--- src/rtl/xadac_pkg.sv ---
// rtl/xadac_pkg.sv - shared widths, types and helpers for the xadac vector writeback stage
//
// Contents: element/beat geometry, vreg address and vlen types, the buffered
// response record (vwb_entry_t), writeback FSM states and small helpers.
package xadac_pkg;

    localparam int SumWidth      = 32;
    localparam int VecLen        = 8;
    localparam int BeatWidth     = 64;
    localparam int NumVregs      = 32;
    localparam int IdWidth       = 4;

    localparam int VecLenWidth   = $clog2(VecLen + 1);
    localparam int ElemsPerBeat  = BeatWidth / SumWidth;
    localparam int NumBeats      = VecLen / ElemsPerBeat;
    localparam int VregAddrWidth = $clog2(NumVregs);
    localparam int BeatIdxWidth  = (NumBeats > 1) ? $clog2(NumBeats) : 1;
    localparam int VdWidth       = VecLen * SumWidth;

    typedef logic [VecLenWidth-1:0]   VecLenT;
    typedef logic [VregAddrWidth-1:0] VregAddrT;
    typedef logic [BeatIdxWidth-1:0]  beat_idx_t;
    typedef logic [IdWidth-1:0]       id_t;

    typedef struct packed {
        id_t                id;
        VregAddrT           vaddr;
        VecLenT             vlen;
        logic [VdWidth-1:0] vd;
    } vwb_entry_t;

    typedef enum logic [1:0] {
        ST_IDLE   = 2'd0,
        ST_WRITE  = 2'd1,
        ST_COMMIT = 2'd2
    } vwb_state_e;

    // Number of VRF beats needed to cover vlen active elements.
    function automatic VecLenT beats_for(input VecLenT vlen);
        return VecLenT'((int'(vlen) + ElemsPerBeat - 1) / ElemsPerBeat);
    endfunction

    // Out-of-range lengths are treated as a full vector.
    function automatic VecLenT clamp_vlen(input VecLenT vlen);
        return (int'(vlen) > VecLen) ? VecLenT'(VecLen) : vlen;
    endfunction

endpackage

--- src/rtl/xadac_vwb_fifo.sv ---
// rtl/xadac_vwb_fifo.sv - in-order response buffer holding vwb_entry_t records
//
// Ports: clk, rstn (async active-low), push/wdata (write side),
//        pop/rdata (read side, rdata is the current head), full, empty.
module xadac_vwb_fifo
    import xadac_pkg::*;
#(
    parameter int Depth = 2
) (
    input  logic       clk,
    input  logic       rstn,
    input  logic       push,
    input  vwb_entry_t wdata,
    input  logic       pop,
    output vwb_entry_t rdata,
    output logic       full,
    output logic       empty
);

    localparam int PtrW = (Depth > 1) ? $clog2(Depth) : 1;
    localparam int CntW = $clog2(Depth + 1);

    vwb_entry_t        mem [Depth];
    logic [PtrW-1:0]   wr_ptr;
    logic [PtrW-1:0]   rd_ptr;
    logic [CntW-1:0]   count;
    logic              do_push;
    logic              do_pop;

    assign full    = (count == CntW'(Depth));
    assign empty   = (count == '0);
    assign do_push = push && !full;
    assign do_pop  = pop && !empty;
    assign rdata   = mem[rd_ptr];

    always_ff @(posedge clk or negedge rstn) begin
        if (!rstn) begin
            wr_ptr <= '0;
            rd_ptr <= '0;
            count  <= '0;
            for (int i = 0; i < Depth; i++) begin
                mem[i] <= '0;
            end
        end else begin
            if (do_push) begin
                mem[wr_ptr] <= wdata;
                wr_ptr      <= (wr_ptr == PtrW'(Depth - 1)) ? '0 : wr_ptr + 1'b1;
            end
            if (do_pop) begin
                rd_ptr <= (rd_ptr == PtrW'(Depth - 1)) ? '0 : rd_ptr + 1'b1;
            end
            case ({do_push, do_pop})
                2'b10:   count <= count + 1'b1;
                2'b01:   count <= count - 1'b1;
                default: count <= count;
            endcase
        end
    end

endmodule

--- src/rtl/xadac_vwb.sv ---
// rtl/xadac_vwb.sv - vector writeback: buffers exe responses, writes vd to the VRF in beats, commits in order
//
// Ports: clk, rstn (async active-low)
//        rsp_*  : exe response input (valid/ready, id, vaddr, vlen, vd)
//        vrf_*  : VRF write port (we/wready, waddr, wbeat, wdata, wmask)
//        cmt_*  : scoreboard commit (valid/ready, id, vaddr)
//        busy   : buffer non-empty or writeback in progress
module xadac_vwb
    import xadac_pkg::*;
#(
    parameter int FifoDepth = 2
) (
    input  logic                     clk,
    input  logic                     rstn,
    input  logic                     rsp_valid,
    output logic                     rsp_ready,
    input  logic [IdWidth-1:0]       rsp_id,
    input  logic [VregAddrWidth-1:0] rsp_vaddr,
    input  logic [VecLenWidth-1:0]   rsp_vlen,
    input  logic [VdWidth-1:0]       rsp_vd,
    output logic                     vrf_we,
    input  logic                     vrf_wready,
    output logic [VregAddrWidth-1:0] vrf_waddr,
    output logic [BeatIdxWidth-1:0]  vrf_wbeat,
    output logic [BeatWidth-1:0]     vrf_wdata,
    output logic [ElemsPerBeat-1:0]  vrf_wmask,
    output logic                     cmt_valid,
    input  logic                     cmt_ready,
    output logic [IdWidth-1:0]       cmt_id,
    output logic [VregAddrWidth-1:0] cmt_vaddr,
    output logic                     busy
);

    vwb_entry_t in_entry;
    vwb_entry_t head;
    logic       full;
    logic       empty;
    logic       push;
    logic       pop;
    logic       last_beat;

    vwb_state_e state, state_next;
    beat_idx_t  beat_q, beat_d;

    // Ready depends only on the registered fill level, so a same-cycle pop
    // never opens a slot early.
    assign rsp_ready = !full;
    assign push      = rsp_valid && !full;
    assign in_entry  = '{id: rsp_id, vaddr: rsp_vaddr, vlen: clamp_vlen(rsp_vlen), vd: rsp_vd};

    xadac_vwb_fifo #(
        .Depth (FifoDepth)
    ) u_fifo (
        .clk   (clk),
        .rstn  (rstn),
        .push  (push),
        .wdata (in_entry),
        .pop   (pop),
        .rdata (head),
        .full  (full),
        .empty (empty)
    );

    assign last_beat = ((VecLenT'(beat_q) + VecLenT'(1)) == beats_for(head.vlen));
    assign busy      = !empty || (state != ST_IDLE);

    always_ff @(posedge clk or negedge rstn) begin
        if (!rstn) begin
            state  <= ST_IDLE;
            beat_q <= '0;
        end else begin
            state  <= state_next;
            beat_q <= beat_d;
        end
    end

    always_comb begin
        state_next = state;
        beat_d     = beat_q;
        vrf_we     = 1'b0;
        cmt_valid  = 1'b0;
        pop        = 1'b0;
        case (state)
            ST_IDLE: begin
                if (!empty) begin
                    beat_d     = '0;
                    state_next = (head.vlen == '0) ? ST_COMMIT : ST_WRITE;
                end
            end
            ST_WRITE: begin
                vrf_we = 1'b1;
                if (vrf_wready) begin
                    if (last_beat) begin
                        state_next = ST_COMMIT;
                    end else begin
                        beat_d = beat_q + 1'b1;
                    end
                end
            end
            ST_COMMIT: begin
                cmt_valid = 1'b1;
                if (cmt_ready) begin
                    pop        = 1'b1;
                    state_next = ST_IDLE;
                end
            end
            default: state_next = ST_IDLE;
        endcase
    end

    // Payload outputs are forced to zero whenever their strobe is low, so the
    // buffer's stale head never leaks onto the ports. Inactive lanes still
    // carry vd data; only the mask marks them.
    always_comb begin
        vrf_waddr = '0;
        vrf_wbeat = '0;
        vrf_wdata = '0;
        vrf_wmask = '0;
        cmt_id    = '0;
        cmt_vaddr = '0;
        if (state == ST_WRITE) begin
            vrf_waddr = head.vaddr;
            vrf_wbeat = beat_q;
            vrf_wdata = head.vd[beat_q*BeatWidth +: BeatWidth];
            for (int l = 0; l < ElemsPerBeat; l++) begin
                vrf_wmask[l] = ((int'(beat_q) * ElemsPerBeat + l) < int'(head.vlen));
            end
        end
        if (state == ST_COMMIT) begin
            cmt_id    = head.id;
            cmt_vaddr = head.vaddr;
        end
    end

endmodule

--- config.mk ---
export PLATFORM = sky130hd
export DESIGN_NAME = xadac_vwb
export DESIGN_NICKNAME = d
export VERILOG_FILES = /design/src/rtl/xadac_pkg.sv /design/src/rtl/xadac_vwb_fifo.sv /design/src/rtl/xadac_vwb.sv
export SDC_FILE = /design/constraint.sdc
export NUM_CORES = 1
export LEC_CHECK = 0
export BUFFER_PORTS_ARGS = -buffer_cell sky130_fd_sc_hd__buf_2
export CORE_MARGIN = 2
export CORE_UTILIZATION = 50
export DETAILED_ROUTE_END_ITERATION = 10
export GPL_ROUTABILITY_DRIVEN = 0
export PLACE_DENSITY_LB_ADDON = 0.1
export REMOVE_ABC_BUFFERS = 1
export SKIP_CTS_REPAIR_TIMING = 1
export SYNTH_ARGS = -nofsm -noshare
export SYNTH_HDL_FRONTEND = slang
export SYNTH_HIERARCHICAL = 1
export SYNTH_SLANG_ARGS = --single-unit
--- constraint.sdc ---
create_clock -name clk -period 5.4 [get_ports clk]
set_clock_uncertainty 0.05 [all_clocks]
set_input_delay 1.08 -clock clk [delete_from_list [all_inputs] [get_ports clk]]
set_output_delay 1.08 -clock clk [all_outputs]
set_load 0.02 [all_outputs]
==> results of run 1 <==
-- sequential cells by signal, indices dropped and copies added (netlist names) --
register,flops
state,2
u_fifo/rd_ptr,1
u_fifo/wr_ptr,1
beat_q,2
u_fifo/count,2
u_fifo/mem,538
-- report_power, final --
group	internal (mW)	switching (mW)
combinational	5.09	3.81
sequential	6.22	1.19
clock	2.51	1.60
total	13.8	6.60
-- metal layers --
| metal | GRT usage (%) | vias to the layer above | part of all wire, % |
|---|---|---|---|
| li1 | - | 6790 | - |
| met1 | 27.5 | 7802 | 42 |
| met2 | 36.6 | 257 | 50 |
| met3 | 5.51 | 93 | 5.9 |
| met4 | 5.83 | 22 | 1.8 |
| met5 | 0 | - | 0.24 |
-- cell usage after synthesis, drive strengths merged, types with 4 or more instances --
cell	instances
ha	6
mux2	807
xnor2	5
mux4	64
nor2	12
dfrtp	546
clkbuf	23
inv	9
a21oi	4
buf	92
nor2b	7
and2	80
-- layout make-up --
class	count	area (sq um)	share of cell area, %
sequential	546	13700	45.1
multi-input combinational	1010	11500	37.9
timing repair buffer	390	2230	7.35
clock buffer	88	1760	5.79
tap	680	851	2.81
clock inverter	17	244	0.805
antenna	17	42.5	0.140
inverter	10	37.5	0.124
-- path summary, 6_finish.rpt --
| kind | from | to | slack (ns) | depth (start not counted) |
|---|---|---|---|---|
| min in group asynchronous | rstn | u_fifo/mem[497] | 0.46 | 1 |
| min | u_fifo/mem[477] | u_fifo/mem[477] | 0.43 | 1 |
| max reg2reg | u_fifo/rd_ptr | beat_q[1] | 2.43 | 6 |
| max | u_fifo/rd_ptr | vrf_wdata[19] | 0.94 | 5 |
| min reg2reg | u_fifo/mem[477] | u_fifo/mem[477] | 0.43 | 1 |
| max in group asynchronous | rstn | beat_q[1] | 3.66 | 2 |
-- cells by family (layout without fill, tap and decap cells) --
kind of cell    Yosys count  after routing  synth area share, %
mux                     871            871                 40.3
flops                   546            546                 52.4
compound gates           13             13                0.364
buf+inv                 125            505                 3.71
xor+xnor                  8              8                0.269
fa+ha+maj                 7              7                0.364
other cells               0             17                    0
simple gates            111            111                 2.59
-- per-stage QoR --
| step | setup slack (ns) | instance area, sq um | total power, mW | hold WS, ns | utilization (%) |
|---|---|---|---|---|---|
| 2_1_floorplan | -7.82 | 25200 | 14.9 | 0.403 | - |
| 3_3_place_gp | 1.57 | 28300 | 16.2 | 0.411 | 55.0 |
| 3_5_place_dp | 1.52 | 28300 | 16.5 | 0.418 | 55.0 |
| 4_1_cts | 0.858 | 30300 | 20.7 | 0.433 | 58.9 |
| 5_1_grt | 0.806 | 30300 | 21.7 | 0.440 | 58.9 |
| 6_report | 0.937 | 30300 | 20.4 | 0.428 | 59.0 |
==> results.tsv, run 1 <==
stage	metric	value	unit
place	Cells after DPL	2636	
critical_path	number of buffers and inverters on the critical path	2	
critical_path	Setup CP Type	reg2out	
detailed_routing	Avg Vias per Cell	5.43	
yosys	number of flops mapped to enable cells by yosys	0	
sta	ratio of final minimum period to clock period	82.6	%
cts	clock tree from TritonCTS	built	
yosys	Synth Register Bits	546	
yosys	synthesized area per cell	15.5	sq um
layout	Final nets	2297	
cts	root cell of the clock tree	sky130_fd_sc_hd__clkbuf_16	
place	detailed placer's ending HPWL	37700	um
critical_path	Crit Path Max Fanout	60	
critical_path	Critical Path End Type	primary output	
global_route	antenna violations before repair	24	
detailed_routing	Routed Antenna Nets	0	
layout	number of standard cells in the layout, taps in and fillers out	2758	
power	Lkg Pwr	13.1	nW
critical_path	CP arrival	3.33	ns
cts	clock sink count	546	
cts	latest clock arrival within the worst-skew pair	0.60	ns
place	Port Buffer Count	359	
floorplanning	total die area	0.0540	sq mm
detailed_routing	remaining routing DRC violations	0	
sta	final setup vio count	0	
detailed_routing	routed len/inst	21.0	um
yosys	sequential area share after synthesis	52.4	%
layout	commonest non-fill, non-tap cells in the layout	sky130_fd_sc_hd__mux2_2, sky130_fd_sc_hd__dfrtp_1, sky130_fd_sc_hd__buf_2	
sta	Relative slew margins	27.8	%
yosys	leading register cell type out of synthesis	sky130_fd_sc_hd__dfrtp_1	
layout	most common cell after layout, fill and taps aside	sky130_fd_sc_hd__mux2_2	
power	PwrDens	674	mW/mm^2
layout	count of fill cells added during filler insertion	4101	
sta	total count of max-transition violations in the final report	0	
critical_path	Critical-path top delay cell	sky130_fd_sc_hd__dfrtp_4	
floorplanning	y dimension of the die	232	um
detailed_routing	total detailed-routing wirelength	57900	um
critical_path	required time of the worst setup path	4.27	ns
yosys	Area contributors post-synth	sky130_fd_sc_hd__dfrtp_1, sky130_fd_sc_hd__mux2_2, sky130_fd_sc_hd__mux2_1	
sta	hold violation count in the final report	0	
yosys	fraction of registers with async set/reset	100	%
critical_path	cell type group with the largest total delay on the critical path	flip-flops	
yosys	number of unique standard cell types used by synthesis	40	
global_route	remaining global-route overflow	0	
floorplanning	Placement Rows	83	
detailed_routing	total via count in the routed design	15000	
cts	CTS H-tree depth	2	
sta	fin crit period	4.46	ns
yosys	Ys Warns	6	
sta	total negative slack for setup checks	0	ns
detailed_routing	drt first-iter violations	662	
layout	share of layout cells above drive strength 1	54.4	%
detailed_routing	count of TritonRoute iterations in the first routing pass	5	
yosys	number of standard cells after synthesis	1681	
worst_hold_path	Hold WC Path Type	reg2reg	
critical_path	largest incremental delay on the critical path	1.06	ns
floorplanning	core area	0.0514	sq mm
yosys	share of the synthesized area in the top cell type	52.4	%
global_route	gr usage total	21.6	%
sta	unrepaired setup endpoints after global routing	no	
global_route	pin count of the biggest net entering global routing	151	
global_route	number of global-route vias before repair	16200	
global_route	first-pass GRT wire length	90600	um
cts	clock buffer count from CTS	58	
cts	clock-pin slew on the worst setup and hold paths	0.06	ns
critical_path	Setup crit start kind	flop	
sta	timing-limited maximum frequency	224	MHz
power	Max VDD drop	0.000345	V
critical_path	worst path cell trace	buf_4 > mux2_2 > mux4_2 > and2_1 > buf_2	
layout	synth-to-layout area growth	16.1	%
floorplanning	number of placed I/O pins	360	
floorplanning	overall die width	232	um
sta	actual transition at the worst max-transition pin	1.08	ns
cts	maximum number of buffers from clock root to sink	3	
job	number of maximum-capacitance violations	0	
yosys	largest area contributor in the netlist	sky130_fd_sc_hd__dfrtp_1	
run_status	status	completed	
yosys	post-synthesis instance area	0.0261	sq mm
floorplanning	initial core utilization	50.8	%
Power figures use the tool's default switching activity.
==> inputs of run 2 (changes only) <==
ABC_AREA = 1   (was not set)
clock period = 3.6 ns   (was 5.4 ns; I/O delays follow)
==> run 2 against run 1 <==
Largest cell class unchanged. Hold slack worse by 0.38 ns. Cell area grew 7.2%. Non-clock buffer count up 51. Sequential power is 44% higher. Critical endpoint is now vrf_wmask[0]. Total power up 50%. First-iteration DRC count rose to 3.2 times the previous value. Count of clock-buffer cells in the layout shrank 1. Die area grew 8.7%. Setup slack got worse by 0.79 ns. Flip-flop and latch count did not move. Clock power grew 48%. Utilization is 1.2 points lower.
==> results.tsv, run 2 <==
stage	metric	value	unit
floorplanning	Placement Rows	87	
yosys	Ys Warns	6	
run_status	status	completed	
critical_path	CP arrival	2.68	ns
worst_hold_path	Hold WC Path Type	in2async	
place	detailed placer's ending HPWL	51000	um
sta	total count of max-transition violations in the final report	0	
yosys	number of flops mapped to enable cells by yosys	0	
cts	clock sink count	546	
global_route	antenna violations before repair	7	
yosys	post-synthesis instance area	0.0284	sq mm
layout	synth-to-layout area growth	14.4	%
power	PwrDens	944	mW/mm^2
power	Max VDD drop	0.000696	V
yosys	number of standard cells after synthesis	3895	
yosys	main combinational cell family by area after synthesis	simple AND/OR/NAND/NOR gates	
yosys	share of the synthesized area in the top cell type	48.1	%
critical_path	Crit Path Max Fanout	36	
global_route	pin count of the biggest net entering global routing	225	
global_route	first-pass GRT wire length	140000	um
sta	timing-limited maximum frequency	290	MHz
critical_path	required time of the worst setup path	2.83	ns
floorplanning	initial core utilization	50.5	%
global_route	number of global-route vias before repair	25100	
detailed_routing	remaining routing DRC violations	0	
detailed_routing	routed len/inst	18.2	um
place	Port Buffer Count	359	
power	Lkg Pwr	17.7	nW
layout	share of layout cells above drive strength 1	13.5	%
yosys	Area contributors post-synth	sky130_fd_sc_hd__dfrtp_1, sky130_fd_sc_hd__nand2_1, sky130_fd_sc_hd__nand4_1	
floorplanning	y dimension of the die	242	um
detailed_routing	Avg Vias per Cell	5.58	
global_route	gr usage total	29.4	%
yosys	xor and xnor area share after synthesis	0.0308	%
critical_path	Setup CP Type	reg2out	
layout	register ranked first by flip-flop count	u_fifo/mem	
cts	latest clock arrival within the worst-skew pair	0.61	ns
floorplanning	number of placed I/O pins	360	
yosys	proportion of synthesized area in mux cells	0	%
critical_path	Setup crit start kind	flop	
critical_path	Worst Reg-to-Reg Cells	7	
critical_path	setup slack on the worst flop-to-flop path	0.82	ns
sta	fin crit period	3.45	ns
yosys	cell with the most instances after synthesis	sky130_fd_sc_hd__nand2_1	
yosys	Post-Synth Simple-Gate Area	41.4	%
job	number of maximum-capacitance violations	0	
sta	actual transition at the worst max-transition pin	1.07	ns
layout	count of fill cells added during filler insertion	5475	
layout	most common cell after layout, fill and taps aside	sky130_fd_sc_hd__nand2_1	
critical_path	r2r endpoint	u_fifo/mem[467]	
yosys	largest area contributor in the netlist	sky130_fd_sc_hd__dfrtp_1	
critical_path	Critical Path End Type	primary output	
cts	maximum number of buffers from clock root to sink	3	
yosys	leading register cell type out of synthesis	sky130_fd_sc_hd__dfrtp_1	
floorplanning	total die area	0.0587	sq mm
layout	Final nets	4330	
yosys	Synth Register Bits	546	
detailed_routing	Routed Antenna Nets	0	
layout	commonest non-fill, non-tap cells in the layout	sky130_fd_sc_hd__nand2_1, sky130_fd_sc_hd__dfrtp_1, sky130_fd_sc_hd__nand4_1	
detailed_routing	total via count in the routed design	27000	
sta	final setup vio count	0	
floorplanning	core area	0.0563	sq mm
yosys	sequential area share after synthesis	48.1	%
yosys	post-synthesis share of cell area spent on full adders, half adders and majority gates	0.335	%
sta	unrepaired setup endpoints after global routing	no	
sta	hold violation count in the final report	0	
layout	number of flip-flops under the largest register name	538	
global_route	remaining global-route overflow	0	
layout	final standard cell utilization of the core	57.7	%
cts	clock-pin slew on the worst setup and hold paths	0.06	ns
detailed_routing	count of TritonRoute iterations in the first routing pass	6	
yosys	number of unique standard cell types used by synthesis	29	
sta	Relative slew margins	28.3	%
sta	ratio of final minimum period to clock period	95.8	%
yosys	synthesized area per cell	7.29	sq um
cts	root cell of the clock tree	sky130_fd_sc_hd__clkbuf_16	
cts	clock buffer count from CTS	59	
yosys	top cells by instance count after synthesis	sky130_fd_sc_hd__nand2_1, sky130_fd_sc_hd__dfrtp_1, sky130_fd_sc_hd__nand4_1, sky130_fd_sc_hd__nor2_1, sky130_fd_sc_hd__buf_2	
yosys	fraction of registers with async set/reset	100	%
detailed_routing	total detailed-routing wirelength	88000	um
detailed_routing	drt first-iter violations	2114	
cts	CTS H-tree depth	2	
yosys	compound-cell area share of the yosys netlist	3.53	%
floorplanning	overall die width	242	um
critical_path	reg2reg start	u_fifo/count[0]	
sta	hold slack final	0.0500	ns
cts	clock tree from TritonCTS	built	
run 2: cells by family (layout without fill, tap and decap cells):
family / count (synthesis) / in the layout
and+or+nand+nor: 2759 / 2759
buffers and inverters: 385 / 580
adders and majority gates: 7 / 7
DFF: 546 / 546
AOI/OAI and AO/OA: 197 / 197
xor gates and xnor gates: 1 / 1
other: 0 / 1
run 2: worst max-delay path: stages, from the launching register on:
cell                      delay, ns
sky130_fd_sc_hd__dfrtp_4       0.54
sky130_fd_sc_hd__buf_4         0.41
sky130_fd_sc_hd__nand2_1       0.10
sky130_fd_sc_hd__nand2_1       0.19
sky130_fd_sc_hd__inv_1         0.11
sky130_fd_sc_hd__fa_1          0.41
sky130_fd_sc_hd__a31oi_1       0.13
sky130_fd_sc_hd__buf_2         0.18
run 2: report_power, final:
group	switching [mW]	total, mW	internal (mW)
clock network	2.51	6.07	3.57
registers	1.65	10.7	9.05
logic	9.63	13.9	4.26
total	13.8	30.7	16.9
run 2: cell type report:
cell class,instances,area [sq um],area share [%]
multi-input cells,2964,12900,39.7
well taps,756,946,2.91
clock inverters,15,150,0.462
inverters,37,164,0.504
clock buffers,87,1760,5.43
flip-flops and latches,546,13700,42.1
repair buffers,441,2890,8.89
diodes,1,2.50,0.00770
run 2: through the flow:
stage	setup slack (ns)	TNS (ns)	power (mW)	std cells	instance area, sq um
finish	0.149	0	30.7	4847	32500
global route	0.00536	0	33.1	4847	32500
CTS	-0.0558	-0.182	30.7	4845	32500
detailed placement	0.618	0	24.6	4743	30500
global placement	0.601	0	24.3	4743	30500
floorplan	-34.66	-	18.9	3547	26700
run 2: worst max-delay path by stage:
| stage | start | end | slack, ns | depth (start not counted) |
|---|---|---|---|---|
| after global routing | u_fifo/rd_ptr | vrf_wdata[36] | 0.005 | 9 |
| final | u_fifo/rd_ptr | vrf_wmask[0] | 0.15 | 7 |
| after global placement | u_fifo/rd_ptr | vrf_wdata[14] | 0.60 | 9 |
| after CTS | u_fifo/rd_ptr | vrf_wdata[5] | -0.06 | 9 |
| after floorplan | u_fifo/count[0] | u_fifo/mem[269] | -34.66 | 7 |
| after detailed placement | u_fifo/rd_ptr | vrf_wdata[5] | 0.62 | 9 |
run 2: layer usage:
layer	vias up	track usage, %	part of all wire, %
li1	13100	-	-
met5	-	0	0.075
met4	12	7.88	1.9
met2	918	46.6	47
met3	123	4.33	7.0
met1	12900	42.3	44
